**config.mk**
```make
export PLATFORM = sky130hd
export DESIGN_NAME = uart_rx_ctrl
export DESIGN_NICKNAME = d
export VERILOG_FILES = /design/src/rtl/uart_rx_ctrl.sv
export SDC_FILE = /design/constraint.sdc
export NUM_CORES = 1
export LEC_CHECK = 0
export ABC_CLOCK_PERIOD_IN_PS = 1800
export CORE_UTILIZATION = 51
export DETAILED_ROUTE_END_ITERATION = 10
export GPL_TIMING_DRIVEN = 1
export MAX_ROUTING_LAYER = met4
export PLACE_DENSITY = 0.86
export SLEW_MARGIN = 40
export SYNTH_ARGS = -nofsm -noshare
export SYNTH_HDL_FRONTEND = slang
export SYNTH_SLANG_ARGS = --single-unit
```
**constraint.sdc**
```tcl
create_clock -name clk -period 1.8 [get_ports clk]
set_input_delay 0.36 -clock clk [delete_from_list [all_inputs] [get_ports clk]]
set_output_delay 0.36 -clock clk [all_outputs]
set_load 0.005 [all_outputs]
```
**src/rtl/uart_rx_ctrl.sv**
```systemverilog
// Receive-side UART controller: start-bit detect, mid-bit shift strobes, framing check, valid/ack handoff.
// Optional build macro RX_SYNC_EN adds a 2-flop synchroniser between the rx pin and all line decisions.
module uart_rx_ctrl #(
  parameter int BAUD_DIV = 434,
  parameter int HALF_DIV = BAUD_DIV / 2
) (
  input  logic       clk,
  input  logic       reset,
  input  logic       rx,
  output logic       sdi,
  output logic       sh,
  input  logic [9:0] frame,
  output logic [7:0] rx_data,
  output logic       rx_valid,
  input  logic       rx_ack,
  output logic       frame_err,
  output logic       overrun,
  output logic       busy
);

  localparam int            CW        = $clog2(BAUD_DIV);
  localparam logic [CW-1:0] BAUD_LAST = CW'(BAUD_DIV - 1);
  localparam logic [CW-1:0] HALF_LAST = CW'(HALF_DIV - 1);
  localparam logic [3:0]    LAST_BIT  = 4'd9;

  typedef enum logic [1:0] {IDLE, START, DATA, DONE} state_t;

  state_t        state, state_nxt;
  logic [CW-1:0] baud_cnt, baud_cnt_nxt;
  logic [3:0]    bit_cnt, bit_cnt_nxt;
  logic          rx_s;

`ifdef RX_SYNC_EN
  logic [1:0] rx_sync;

  // Reset to idle-high so a reset never looks like a start edge.
  always_ff @(posedge clk) begin
    if (reset) rx_sync <= 2'b11;
    else       rx_sync <= {rx_sync[0], rx};
  end
  assign rx_s = rx_sync[1];
`else
  assign rx_s = rx;
`endif

  assign sdi  = rx_s;
  assign busy = (state != IDLE);

  // NOTE: every signal gets its default before the case so no path leaves one unassigned (no latches).
  always_comb begin
    state_nxt    = state;
    baud_cnt_nxt = baud_cnt;
    bit_cnt_nxt  = bit_cnt;
    sh           = 1'b0;
    case (state)
      IDLE: begin
        bit_cnt_nxt = '0;
        if (!rx_s) begin
          state_nxt    = START;
          baud_cnt_nxt = '0;
        end
      end
      START: begin
        if (baud_cnt == HALF_LAST) begin
          baud_cnt_nxt = '0;
          if (!rx_s) begin
            sh          = 1'b1;
            bit_cnt_nxt = 4'd1;
            state_nxt   = DATA;
          end else begin
            state_nxt = IDLE;
          end
        end else begin
          baud_cnt_nxt = baud_cnt + 1'b1;
        end
      end
      DATA: begin
        if (baud_cnt == BAUD_LAST) begin
          sh           = 1'b1;
          baud_cnt_nxt = '0;
          bit_cnt_nxt  = bit_cnt + 4'd1;
          // The pulse that brings the count to ten is the stop-bit sample.
          if (bit_cnt == LAST_BIT) state_nxt = DONE;
        end else begin
          baud_cnt_nxt = baud_cnt + 1'b1;
        end
      end
      DONE:    state_nxt = IDLE;
      default: state_nxt = IDLE;
    endcase
  end

  // NOTE: sequential state uses non-blocking assignments so every flop samples pre-edge values.
  always_ff @(posedge clk) begin
    if (reset) begin
      state     <= IDLE;
      baud_cnt  <= '0;
      bit_cnt   <= '0;
      rx_data   <= '0;
      rx_valid  <= 1'b0;
      frame_err <= 1'b0;
      overrun   <= 1'b0;
    end else begin
      state    <= state_nxt;
      baud_cnt <= baud_cnt_nxt;
      bit_cnt  <= bit_cnt_nxt;
      if (state == DONE) begin
        // A fresh byte beats a same-cycle ack; only an unacknowledged old byte counts as overrun.
        rx_data   <= frame[8:1];
        frame_err <= frame[0] | ~frame[9];
        rx_valid  <= 1'b1;
        if (rx_valid && !rx_ack) overrun <= 1'b1;
      end else if (rx_valid && rx_ack) begin
        rx_valid <= 1'b0;
      end
    end
  end

endmodule

```
---- After elaboration in Yosys (flattened, before gate mapping) ----
Cells that the tools add are included.
word-level totals
  register bits ........................... 26
  input bits .............................. 14
  logic and storage cells ................. 53
operators by class
  add/subtract/negate cells ............... 2
  equal/unequal tests ..................... 11
  muxes and demuxes ....................... 20
  bitwise logic cells ..................... 2
  reductions and logical operators ........ 11
operators with widths
  kind                                                                    count
  9-bit two-way mux                                                       3
  9-bit case mux with 3 select lines                                      1
  4-bit two-way mux                                                       3
  4-bit case mux with 3 select lines                                      1
  2-bit two-way mux                                                       5
  2-bit != test (second input constant)                                   5
  9-bit by 1-bit adder with 9-bit output (second input constant)          1
  9-bit by 8-bit equality test with 1-bit output (second input constant)  1
  9-bit equality test (second input constant)                             1
  2-bit case mux with 4 select lines                                      1
  4-bit AND reduction                                                     2
  1-bit two-way mux                                                       5
  4-bit by 1-bit adder with 4-bit output (second input constant)          1
  2-bit equality test (second input constant)                             2
  4-bit equality test (second input constant)                             1
  2-bit AND reduction                                                     2
  2-bit nonzero test                                                      2
  3-bit nonzero test                                                      1
  2-bit by 1-bit equality test with 1-bit output (second input constant)  1
  1-bit logical AND                                                       2
  2-bit logical NOT                                                       1
  1-bit case mux with 2 select lines                                      1
  1-bit logical NOT                                                       1
  1-bit NOT                                                               1
  1-bit OR                                                                1

---- Longest topological paths before layout ----
  word-level depth ........................ 4
  gate-level depth with buffers ........... 7

---- Worst setup path before layout ----
Ideal clock, no wire load.
  path type ............................... reg-to-reg
  start point ............................. reg state[0]
  end point ............................... reg bit_cnt[3]
  setup time .............................. 58 ps
  data arrival time ....................... 1565 ps
  data required time ...................... 1742 ps
  setup slack ............................. 177 ps
  cell stages (with the launch flop) ...... 8
  path buffers ............................ 1
  period minus slack after synthesis ...... 1623 ps
  cells stage by stage .................... dfxtp_1 inv_1 ha_1 clkbuf_1 nor2b_1 nand4_1 nor4_1 a211o_1
on the way
  word-level cells in the longest chain between the ends .. 3
ends and longest elaborated chain
  element                                                                      RTL line  text
  from (decl)                                                                  28        state_t state, state_nxt;
  from (signal assigned)                                                       104       state <= state_nxt;
  2-bit by 1-bit equality test with 1-bit output (tied with other cells)       55        case (state)
  2-bit != test (no source line) / 3-bit nonzero test (equally long branches)  n/a
  4-bit AND reduction (no source line)                                         n/a
  to (signal assigned)                                                         106       bit_cnt <= bit_cnt_nxt;
  to (decl)                                                                    30        logic [3:0] bit_cnt, bit_cnt_nxt;
Several ways; a longest one is shown, not always the timed one.
A chain may end at the register's enable or synchronous reset.

---- Worst setup path in the final report ----
  start point ............................. reg baud_cnt[1]
  end point ............................... out sh
on the way
  word-level cells in the longest chain between the ends .. 3
ends and longest elaborated chain
  element                                                                                       RTL line  text
  from (decl)                                                                                   29        logic [CW-1:0] baud_cnt, baud_cnt_nxt;
  from (signal assigned)                                                                        105       baud_cnt <= baud_cnt_nxt;
  9-bit equality test / 9-bit by 8-bit equality test with 1-bit output (equally long branches)  78, 64
  1-bit two-way mux (on tied branches)                                                          78, 64
  1-bit case mux with 2 select lines (*)                                                        55
  to (decl)                                                                                     11        output logic sh,
Mark *: on every way between the ends. The rest lies on a longest branch, timed or not.

==> run summary <==
Status -> finished with violations
Failing checks -> setup timing
# DRC -> 0
CTS sink count -> 26
Synth top cells by count -> 26 x dfxtp_1, 14 x nor2_1, 10 x ha_1, 10 x inv_1, 9 x nand2_1
CP arrival -> 1.68 ns
Worst-path clk slew -> 0.16 ns
Post-DP Area -> 2010 µm²
PwrDens -> 636 nW/µm²
Switch Pwr -> 459 µW
Most common cell in the netlist -> dfxtp_1
Clk network pwr share -> 0.236
Worst slew margin -> 0.762
Synth Net Count -> 184
Synth top area share -> 0.349
CTS tree -> done
Core Region -> 2760 µm²
Synth Area per Inst -> 9.33 µm²
Combinational share of power -> 0.332
Max_cap viols -> 0
Worst hold path type -> register to register
Worst vdd ir -> 0.000715 V
Worst setup path class -> register to primary output
Async SR Flop Fraction -> 0
Netlist cell types -> 48
CP Capture Type -> primary output
Setup WS post-layout -> -0.244 ns
#FFs+latches synth -> 26
Die height -> 56.1 µm
Dpl hpwl -> 2840 µm
Fin Setup TNS -> -0.587 ns
Clock Latency Late Sink -> 0.36 ns
Final Skew -> 0.0141 ns
Sw Share -> 0.329
Type of origin of the critical path -> register
WHS -> 0.505 ns
EDFF count, synth -> 0
RR Startpoint -> baud_cnt[1]
GRT Total Usage -> 0.307
Syn Inst Count -> 160
Initial antenna violation count -> 0
Routed via count -> 1504
PortBufs -> 27
Final Net Count -> 240
First-pass GRT wire length -> 7250 µm
DR vias/cell -> 6.11
Full die area -> 3150 µm²
Largest fanout on the critical path -> 2
Synth Cell Area -> 1490 µm²
Synth area leaders -> dfxtp_1 35%, ha_1 8.4%, mux2i_1 5.4%
Hold Violations, Final -> 0
Critical path origin -> baud_cnt[1]
Worst path required time -> 1.44 ns
Layout cells sized above 1 -> 0.349
Top Ports -> 28
Final GP Congestion -> 0.844
Sequential Power Share -> 0.433
H-tree depth -> 1
Row Count -> 19
Sequential-to-total area share from yosys stat -> 0.349
Final instance area -> 2200 µm²
N_diodes -> 0
Routed len/inst -> 18.8 µm
Iteration-0 DRC Markers -> 74
Drt total wl -> 4630 µm
Leak -> 0.852 nW
RSZ-0062 raised after global routing -> true
Hold path start -> frame_err
Fin crit period -> 2.04 ns
Clock Tree Buf Depth -> 2
Max Fclk -> 0.489 GHz
Slew @ Worst Pin -> 0.356 ns
1st-pass router iterations -> 4
Pin count of the biggest net entering global routing -> 23
Num CTS Buffers -> 3
Dominant cell type by area after synthesis -> dfxtp_1
Global route overflow -> 0
Area grow syn2layout -> 47.1%
Layout Utilization -> 0.796
Root Buffer -> clkbuf_4
Die width -> 56.1 µm
Fin crit share -> 1.14
Number of global-route vias before repair -> 1527
Initial Util -> 0.541
Top_reg_cell synth -> dfxtp_1
Internal power -> 938 µW
Synth warn -> 0
Setup Viol. Count Final -> 10
Post-route antenna net violation count -> 0
Slew Limit Fails -> 0
-- final timing paths --
check	end	slack [ns]	depth (start not counted)
setup / recovery	sh	-0.24	7
hold / removal	frame_err	0.51	2
setup reg to reg	register	-0.08	8
hold reg to reg	frame_err	0.51	2
-- cell type report --
class	instances	area, µm²
multi-input combinational	115	1000
sequential	26	526
clock buffer	4	36.3
fill	168	562
tap	31	38.8
inverter	10	40.0
timing repair buffer	60	551
-- metal layers --
| metal | routed length, µm | up-vias | GRT usage | part of all wire |
|---|---|---|---|---|
| met5 | 0 | - | - | 0 |
| met4 | 189 | 0 | 0.160 | 0.041 |
| met3 | 232 | 27 | 0.0512 | 0.050 |
| met2 | 2360 | 69 | 0.529 | 0.51 |
| met1 | 1850 | 714 | 0.338 | 0.40 |
| li1 | - | 694 | - | - |
-- metrics by stage --
step                      cells  power (mW)  setup slack (ns)
after floorplan             160       0.792             0.177
after global placement      239       0.968            -0.248
after detailed placement    239       0.989            -0.270
after CTS                   247        1.35            -0.123
after global routing        246        1.44            -0.288
final                       246        1.40            -0.244
-- cells in the final DEF, fill, tap and decap left out, types with 3 or more instances in the layout --
cell	count
a211oi_2	6
a21oi_1	3
a21oi_2	3
buf_4	27
buf_6	4
clkbuf_4	3
clkdlybuf4s50_1	24
dfxtp_1	22
dfxtp_2	4
ha_1	8
inv_1	5
inv_2	4
mux2i_1	8
nand2_1	8
nand4_1	6
nor2_1	14
nor2b_1	6
o211ai_1	3
xor2_1	5
-- cell families (layout without fill, tap and decap cells) --
logic type | after synthesis | count (layout) | synth area share
flip-flops | 26 | 26 | 0.349
AND/OR/NAND/NOR | 54 | 54 | 0.205
XOR/XNOR | 5 | 5 | 0.0293
adder cells (fa/ha/maj) | 10 | 10 | 0.0838
multiplexers | 8 | 8 | 0.0536
AO/OA/AOI/OAI | 38 | 38 | 0.226
buffers and inverters | 19 | 74 | 0.0528
-- worst max-delay path, stage by stage, from the launching register on --
cell and delay, ns:
dfxtp_2 0.37, inv_2 0.08, ha_4 0.13, and4bb_2 0.28, nand2_2 0.07, a2bb2oi_2 0.12
nor2b_1 0.13, buf_2 0.13
-- power groups by stage --
stage	clock network (mW)	logic, mW	registers (mW)
floorplan	0	0.182	0.610
global placement	0	0.359	0.609
detailed placement	0	0.380	0.609
CTS	0.321	0.429	0.602
global route	0.352	0.487	0.605
finish	0.329	0.463	0.604
-- registers in the layout (all words and copies together), names as in the netlist, named ones only --
name / cells
baud_cnt: 9
bit_cnt: 4
frame_err: 1
overrun: 1
rx_data: 8
rx_valid: 1
state: 1
-- repair_timing --
item / CTS / global route
setup endpoints to repair: 6 / 16
endpoints found under the hold margin: 0 / 0
pin swaps: 4 / 19
hold buffers: 0 / 0
gates resized for setup: 25 / 16
setup buffers: 4 / 1
No activity file was read; power rests on OpenSTA's default activity.
==> RTL edit 1: new RTL, same flow settings <==
Change the parameter `BAUD_DIV` from 434 to 868.
--- a/src/rtl/uart_rx_ctrl.sv
+++ b/src/rtl/uart_rx_ctrl.sv
@@ -2,5 +2,5 @@
 // Optional build macro RX_SYNC_EN adds a 2-flop synchroniser between the rx pin and all line decisions.
 module uart_rx_ctrl #(
-  parameter int BAUD_DIV = 434,
+  parameter int BAUD_DIV = 868,
   parameter int HALF_DIV = BAUD_DIV / 2
 ) (
Formal check against the unedited RTL: no difference found for any inputs over 10 cycles, from zero or initial values and one cycle with reset high; that may be too few to reach the edited logic, so the function may still have changed.
==> RTL edit 1 against the original RTL <==
Worst setup slack gained 110 ps. Synthesized cell count up 3.8%. Power hardly changed. Area after synthesis down 1.6%. The run still ends with setup timing left. Cell count increased by 4.5%. Design area down 2.0%. Sequential cell count up 1. Wire length fell by 6.4%. Clock power fell by 16%. Combinational power up 4%.
==> RTL edit 1: results (changes against the original RTL) <==
| Step | Quantity | Value | Change |
|---|---|---|---|
| status | Outcome | finished with violations |  |
| status | Violated checks | setup timing |  |
| critical path | Worst reg-to-reg setup slack | 20 ps | +100 ps |
| detailed routing | Number of detailed-route iterations in the first pass | 5 | +1 |
| power and ir drop | Static Leak | 0.7961 nW | -6.6% |
| sta | Slew Limit Headroom | 76.72% | +0.54 points |
| logic synthesis | Seq/Total Area, Yosys | 36.80% | +1.9 points |
| cells and area | Share of layout cells above drive strength 1 | 30.09% | -4.8 points |
| power and ir drop | Total internal power | 0.9445 mW | +0.74% |
| critical path | End of the worst register-to-register path | baud_cnt[4]$_SDFFE_PP0P_ |  |
| placed design | Routability Congestion | 0.8636 | +2.3% |
| critical path | Path depth of the worst reg2reg path | 7 | -1 |
| critical path | Max FO, Critical Path | 4 | +2 |
| logic synthesis | Synth cell types | 39 | -19% |
| cells and area | Fill cell count | 169 | +0.60% |
| hold path | Hold Startpoint | bit_cnt[3]$_SDFFE_PP0P_ |  |
| global routing | Global-route wire length before repair | 6.858 mm | -5.3% |
| logic synthesis | Mapped Nets | 189 | +2.7% |
| critical path | Data arrival time of the worst path | 1570 ps | -110 ps |
| global routing | GRT Total Usage | 28.60% | -2.1 points |
| cells and area | NumNets Final | 250 | +4.2% |
| placed design | Placed instance area | 0.001996 mm2 | -0.75% |
| detailed routing | Via count of the routed design | 1531 | +1.8% |
| placed design | Worst slack at placement | -282.3 ps | -12.20 ps |
| detailed routing | Drt initial violations | 65 | -12% |
| sta | Min Hold Slack | 502.1 ps | -3.199 ps |
| logic synthesis | Most used standard cells in the synthesized netlist | 27 x sky130_fd_sc_hd__dfxtp_1, 24 x sky130_fd_sc_hd__nor2_1, 9 x sky130_fd_sc_hd__ha_1, 9 x sky130_fd_sc_hd__mux2i_1, 9 x sky130_fd_sc_hd__nand2_1 |  |
| critical path | Beginning of the worst register-to-register path | baud_cnt[0]$_SDFFE_PP0P_ |  |
| placed design | Sum of net half-perimeters after detailed placement | 3.118 mm | +9.7% |
| hold path | End point of the most critical hold path | bit_cnt[3]$_SDFFE_PP0P_ |  |
| sta | Final Skew | 15.06 ps | +0.9184 ps |
| sta | Final setup violating endpoints | 1 | -9 |
| sta | Post-route setup slack | -129.6 ps | +113.9 ps |
| cells and area | Top flop regs | baud_cnt (10), rx_data (8), bit_cnt (4) |  |
| power and ir drop | Peak VDD IR | 624.0 uV | -13% |
| detailed routing | Routed wirelength normalized by instance count | 16.86 um | -10% |
| global routing | Pin count of the biggest net entering global routing | 18 | -22% |
| global routing | Number of global-route vias before repair | 1574 | +3.1% |
| logic synthesis | Top cells by area in the synthesized netlist | sky130_fd_sc_hd__dfxtp_1 37%, sky130_fd_sc_hd__ha_1 7.7%, sky130_fd_sc_hd__mux2i_1 6.1% |  |
| logic synthesis | Cells after Synth | 166 | +3.8% |
-- RTL edit 1: changes by cell type in the layout (fill, tap and decap cells not counted), sizes merged, moves of 4 or more --
cell    unedited run  this run
xnor2              0         5
a211oi             7         0
o31ai              0         6
nor2              14        24
nor3               1         6
nor4               1         8
xor2               5         1
-- RTL edit 1: how the worst max path moves through the flow --
| stage | start | endpoint | slack, ps | cells past startpoint |
|---|---|---|---|---|
| floorplan | state[0]$_SDFFE_PP0P_ | baud_cnt[4]$_SDFFE_PP0P_ | 60 | 6 |
| global placement | rx | sh | -240 | 5 |
| detailed placement | rx | sh | -280 | 5 |
| CTS | register | sh | -150 | 7 |
| global route | baud_cnt[1]$_SDFFE_PP0P_ | sh | -200 | 7 |
| finish | baud_cnt[1]$_SDFFE_PP0P_ | sh | -130 | 7 |
-- RTL edit 1: area by class of cell --
class | instances | area share (%)
inverter | 7 | 1.221
sequential | 27 | 25.47
tap | 31 | 1.802
multi-input combinational | 125 | 45.00
timing repair buffer | 63 | 25.12
clock buffer | 3 | 1.047
clock inverter | 1 | 0.3488
-- RTL edit 1: power groups by stage --
stage	logic [mW]	clock network, mW	registers [mW]
final	0.480	0.277	0.641
after detailed placement	0.404	0	0.648
after floorplan	0.209	0	0.649
after CTS	0.431	0.280	0.638
after global routing	0.517	0.306	0.643
after global placement	0.376	0	0.645
-- RTL edit 1: worst min-delay path, cell delays in order (launching register included) --
cell	delay (ps)
sky130_fd_sc_hd__dfxtp_1	370
sky130_fd_sc_hd__o41ai_2	50
sky130_fd_sc_hd__a21oi_1	50
-- RTL edit 1: what timing repair did --
action,CTS,global route
hold buffers,0,0
buffers inserted,2,0
resized for setup,17,17
pin swaps,3,4
endpoints found under the setup margin,11,15
-- RTL edit 1: cell families (layout without fill, tap and decap cells) --
| family | count (synthesis) | count (layout) | share of synthesized area [%] |
|---|---|---|---|
| simple gates | 69 | 69 | 24.02 |
| compound gates | 32 | 32 | 17.46 |
| fa+ha+maj | 9 | 9 | 7.666 |
| mux | 9 | 9 | 6.133 |
| buf+inv | 14 | 74 | 4.344 |
| xor+xnor | 6 | 6 | 3.577 |
| flops | 27 | 27 | 36.80 |
-- RTL edit 1: routing by layer --
layer  global-route usage, %  wire length (um)
met4                   9.643                91
met5                       -                 0
met3                   5.116               200
met2                   52.67              2346
met1                   30.69              1696
==> RTL edit 2: new RTL, config.mk and constraints unchanged <==
Made on the original files. Re-encode `state_t` (4 states) as Gray code, 2 bits wide.
--- a/src/rtl/uart_rx_ctrl.sv
+++ b/src/rtl/uart_rx_ctrl.sv
@@ -24,5 +24,5 @@
   localparam logic [3:0]    LAST_BIT  = 4'd9;
 
-  typedef enum logic [1:0] {IDLE, START, DATA, DONE} state_t;
+  typedef enum logic [1:0] {IDLE = 2'b00, START = 2'b01, DATA = 2'b11, DONE = 2'b10} state_t;
 
   state_t        state, state_nxt;
Check against the original RTL: no difference found for any inputs over 10 cycles, from zero or initial values and one cycle with reset high; not proved beyond that.
==> RTL edit 2 against the original RTL <==
The run still ends with setup timing left. Critical path depth rose by 1. Worst setup slack improved by 5.5 ps. First-iteration DRC count fell by 2.7%. Design area fell by 12%. Area after synthesis fell by 12%. Wire length fell by 7.0%. Via count rose by 1.7%. Sequential share of layout area rose by 3.5 points. Sequential cell count did not move. Synthesized cell count rose by 0.63%. Highest routed layer unchanged.
Power is not compared: it rests on default switching activity, and its combinational part moved more than twofold at a synthesized area within 25%.
==> RTL edit 2: results (changes against the original RTL) <==
| Step | Quantity | Value | Change |
|---|---|---|---|
| cells and area | Share of layout cells above drive strength 1 | 26.39% | -8.5 points |
| global routing | Global-route wire length before repair | 6.134 mm | -15% |
| detailed routing | Via count of the routed design | 1530 | +1.7% |
| logic synthesis | Seq/Total Area, Yosys | 39.47% | +4.6 points |
| global routing | Number of global-route vias before repair | 1359 | -11% |
| critical path | Path depth of the worst reg2reg path | 9 | +1 |
| sta | Final Skew | 8.735 ps | -5.408 ps |
| clock network | Later-pin clock latency in the skew report | 340 ps | -20 ps |
| hold path | Hold Startpoint | rx_data[1]$_SDFFE_PP0P_ |  |
| cells and area | Top flop regs | baud_cnt (9), rx_data (8), bit_cnt (4) |  |
| placed design | Cell count after placement | 231 | -3.3% |
| critical path | Max FO, Critical Path | 3 | +1 |
| status | Outcome | finished with violations |  |
| placed design | Sum of net half-perimeters after detailed placement | 2.617 mm | -7.9% |
| global routing | Pin count of the biggest net entering global routing | 16 | -30% |
| logic synthesis | Synth cell types | 45 | -6.3% |
| cells and area | NumNets Final | 236 | -1.7% |
| sta | Post-route setup slack | -238.1 ps | +5.453 ps |
| logic synthesis | Mapped Nets | 180 | -2.2% |
| detailed routing | Overall routed net length | 4.307 mm | -7.0% |
| status | Violated checks | setup timing |  |
| sta | Fin Setup TNS | -238.1 ps | +349.1 ps |
| detailed routing | Routed wirelength normalized by instance count | 17.51 um | -7.0% |
| logic synthesis | Most used standard cells in the synthesized netlist | 28 x sky130_fd_sc_hd__nand2_1, 26 x sky130_fd_sc_hd__dfxtp_1, 12 x sky130_fd_sc_hd__a21oi_1, 10 x sky130_fd_sc_hd__nand3_1, 9 x sky130_fd_sc_hd__nor2_1 |  |
| sta | Final setup violating endpoints | 1 | -9 |
| sta | Slew Limit Headroom | 62.21% | -14 points |
| global routing | GRT Total Usage | 31.34% | +0.66 points |
| logic synthesis | Cells after Synth | 161 | +0.63% |
| placed design | Routability Congestion | 0.9001 | +6.6% |
| critical path | Worst reg-to-reg setup slack | 40 ps | +120 ps |
| detailed routing | Drt initial violations | 72 | -2.7% |
| hold path | End point of the most critical hold path | rx_data[1]$_SDFFE_PP0P_ |  |
## RTL edit 2: changes by cell type after synthesis, sizes merged, moves of 6 or more
cell    unedited run  this run
a211oi             7         0
inv               10         4
mux2i              8         1
nand2              9        29
nand3              2        10
nor2b              6         0
o21ai              2         9
## RTL edit 2: power breakdown
group	total, mW	internal, mW	switching (mW)	leakage [nW]
clock	0.412	0.226	0.186	0.0279
combinational	0.127	0.0725	0.0550	0.502
sequential	0.585	0.581	0.00398	0.212
## RTL edit 2: cell families (layout without fill, tap and decap cells)
group / after synthesis / after routing / synth area share, %
mux: 1 / 1 / 0.7590
xor+xnor: 2 / 2 / 1.329
simple gates: 78 / 78 / 31.03
flops: 26 / 26 / 39.47
fa+ha+maj: 5 / 5 / 4.744
buf+inv: 13 / 68 / 5.407
compound gates: 36 / 36 / 17.27
## RTL edit 2: how the worst max path moves through the flow
stage | start | endpoint | slack, ps
after floorplan | baud_cnt[1]$_SDFFE_PP0P_ | sh | 180
after global placement | rx | sh | -320
after detailed placement | rx | sh | -440
after CTS | baud_cnt[1]$_SDFFE_PP0P_ | sh | -210
after global routing | baud_cnt[1]$_SDFFE_PP0P_ | sh | -290
final | baud_cnt[1]$_SDFFE_PP0P_ | sh | -240
## RTL edit 2: area by class of cell
type,count,area [um2]
inverters,4,17.52
clock inverters,1,30.03
multi-input cells,122,765.7
repair buffers,60,521.8
flip-flops and latches,26,528.0
well taps,30,37.54
fillers,146,531.8
clock buffers,3,22.52
## RTL edit 2: routing by layer
| layer | up-vias | global-route usage, % | share of wire, % |
|---|---|---|---|
| li1 | 692 | - | - |
| met1 | 741 | 34.85 | 39 |
| met2 | 82 | 54.22 | 51 |
| met3 | 15 | 5.172 | 6.5 |
| met4 | 0 | 14.91 | 3.4 |
| met5 | - | - | 0 |
## RTL edit 2: per-stage QoR
stage	area [um2]	hold WS, ps	util, %	setup slack, ps
after detailed placement	1735	453.6	70.69	-440.8
after CTS	1888	472.6	76.91	-205.9
after global routing	1923	492.9	78.34	-290.4
after floorplan	1319	449.5	-	185.0
final	1923	470.1	78.34	-238.1
after global placement	1735	442.2	70.69	-319.0
## RTL edit 2: what timing repair did
| action | 4_1_cts | 5_1_grt |
|---|---|---|
| setup endpoints to repair | 2 | 5 |
| resized for setup | 19 | 4 |
| hold endpoints to repair | 0 | 0 |
| pin swaps | 2 | 3 |
| setup buffers | 8 | 3 |
## RTL edit 2: worst min-delay path: stages (launching register included)
cell and delay (ps):
sky130_fd_sc_hd__dfxtp_1 340, sky130_fd_sc_hd__nand2_1 50, sky130_fd_sc_hd__a21oi_1 60
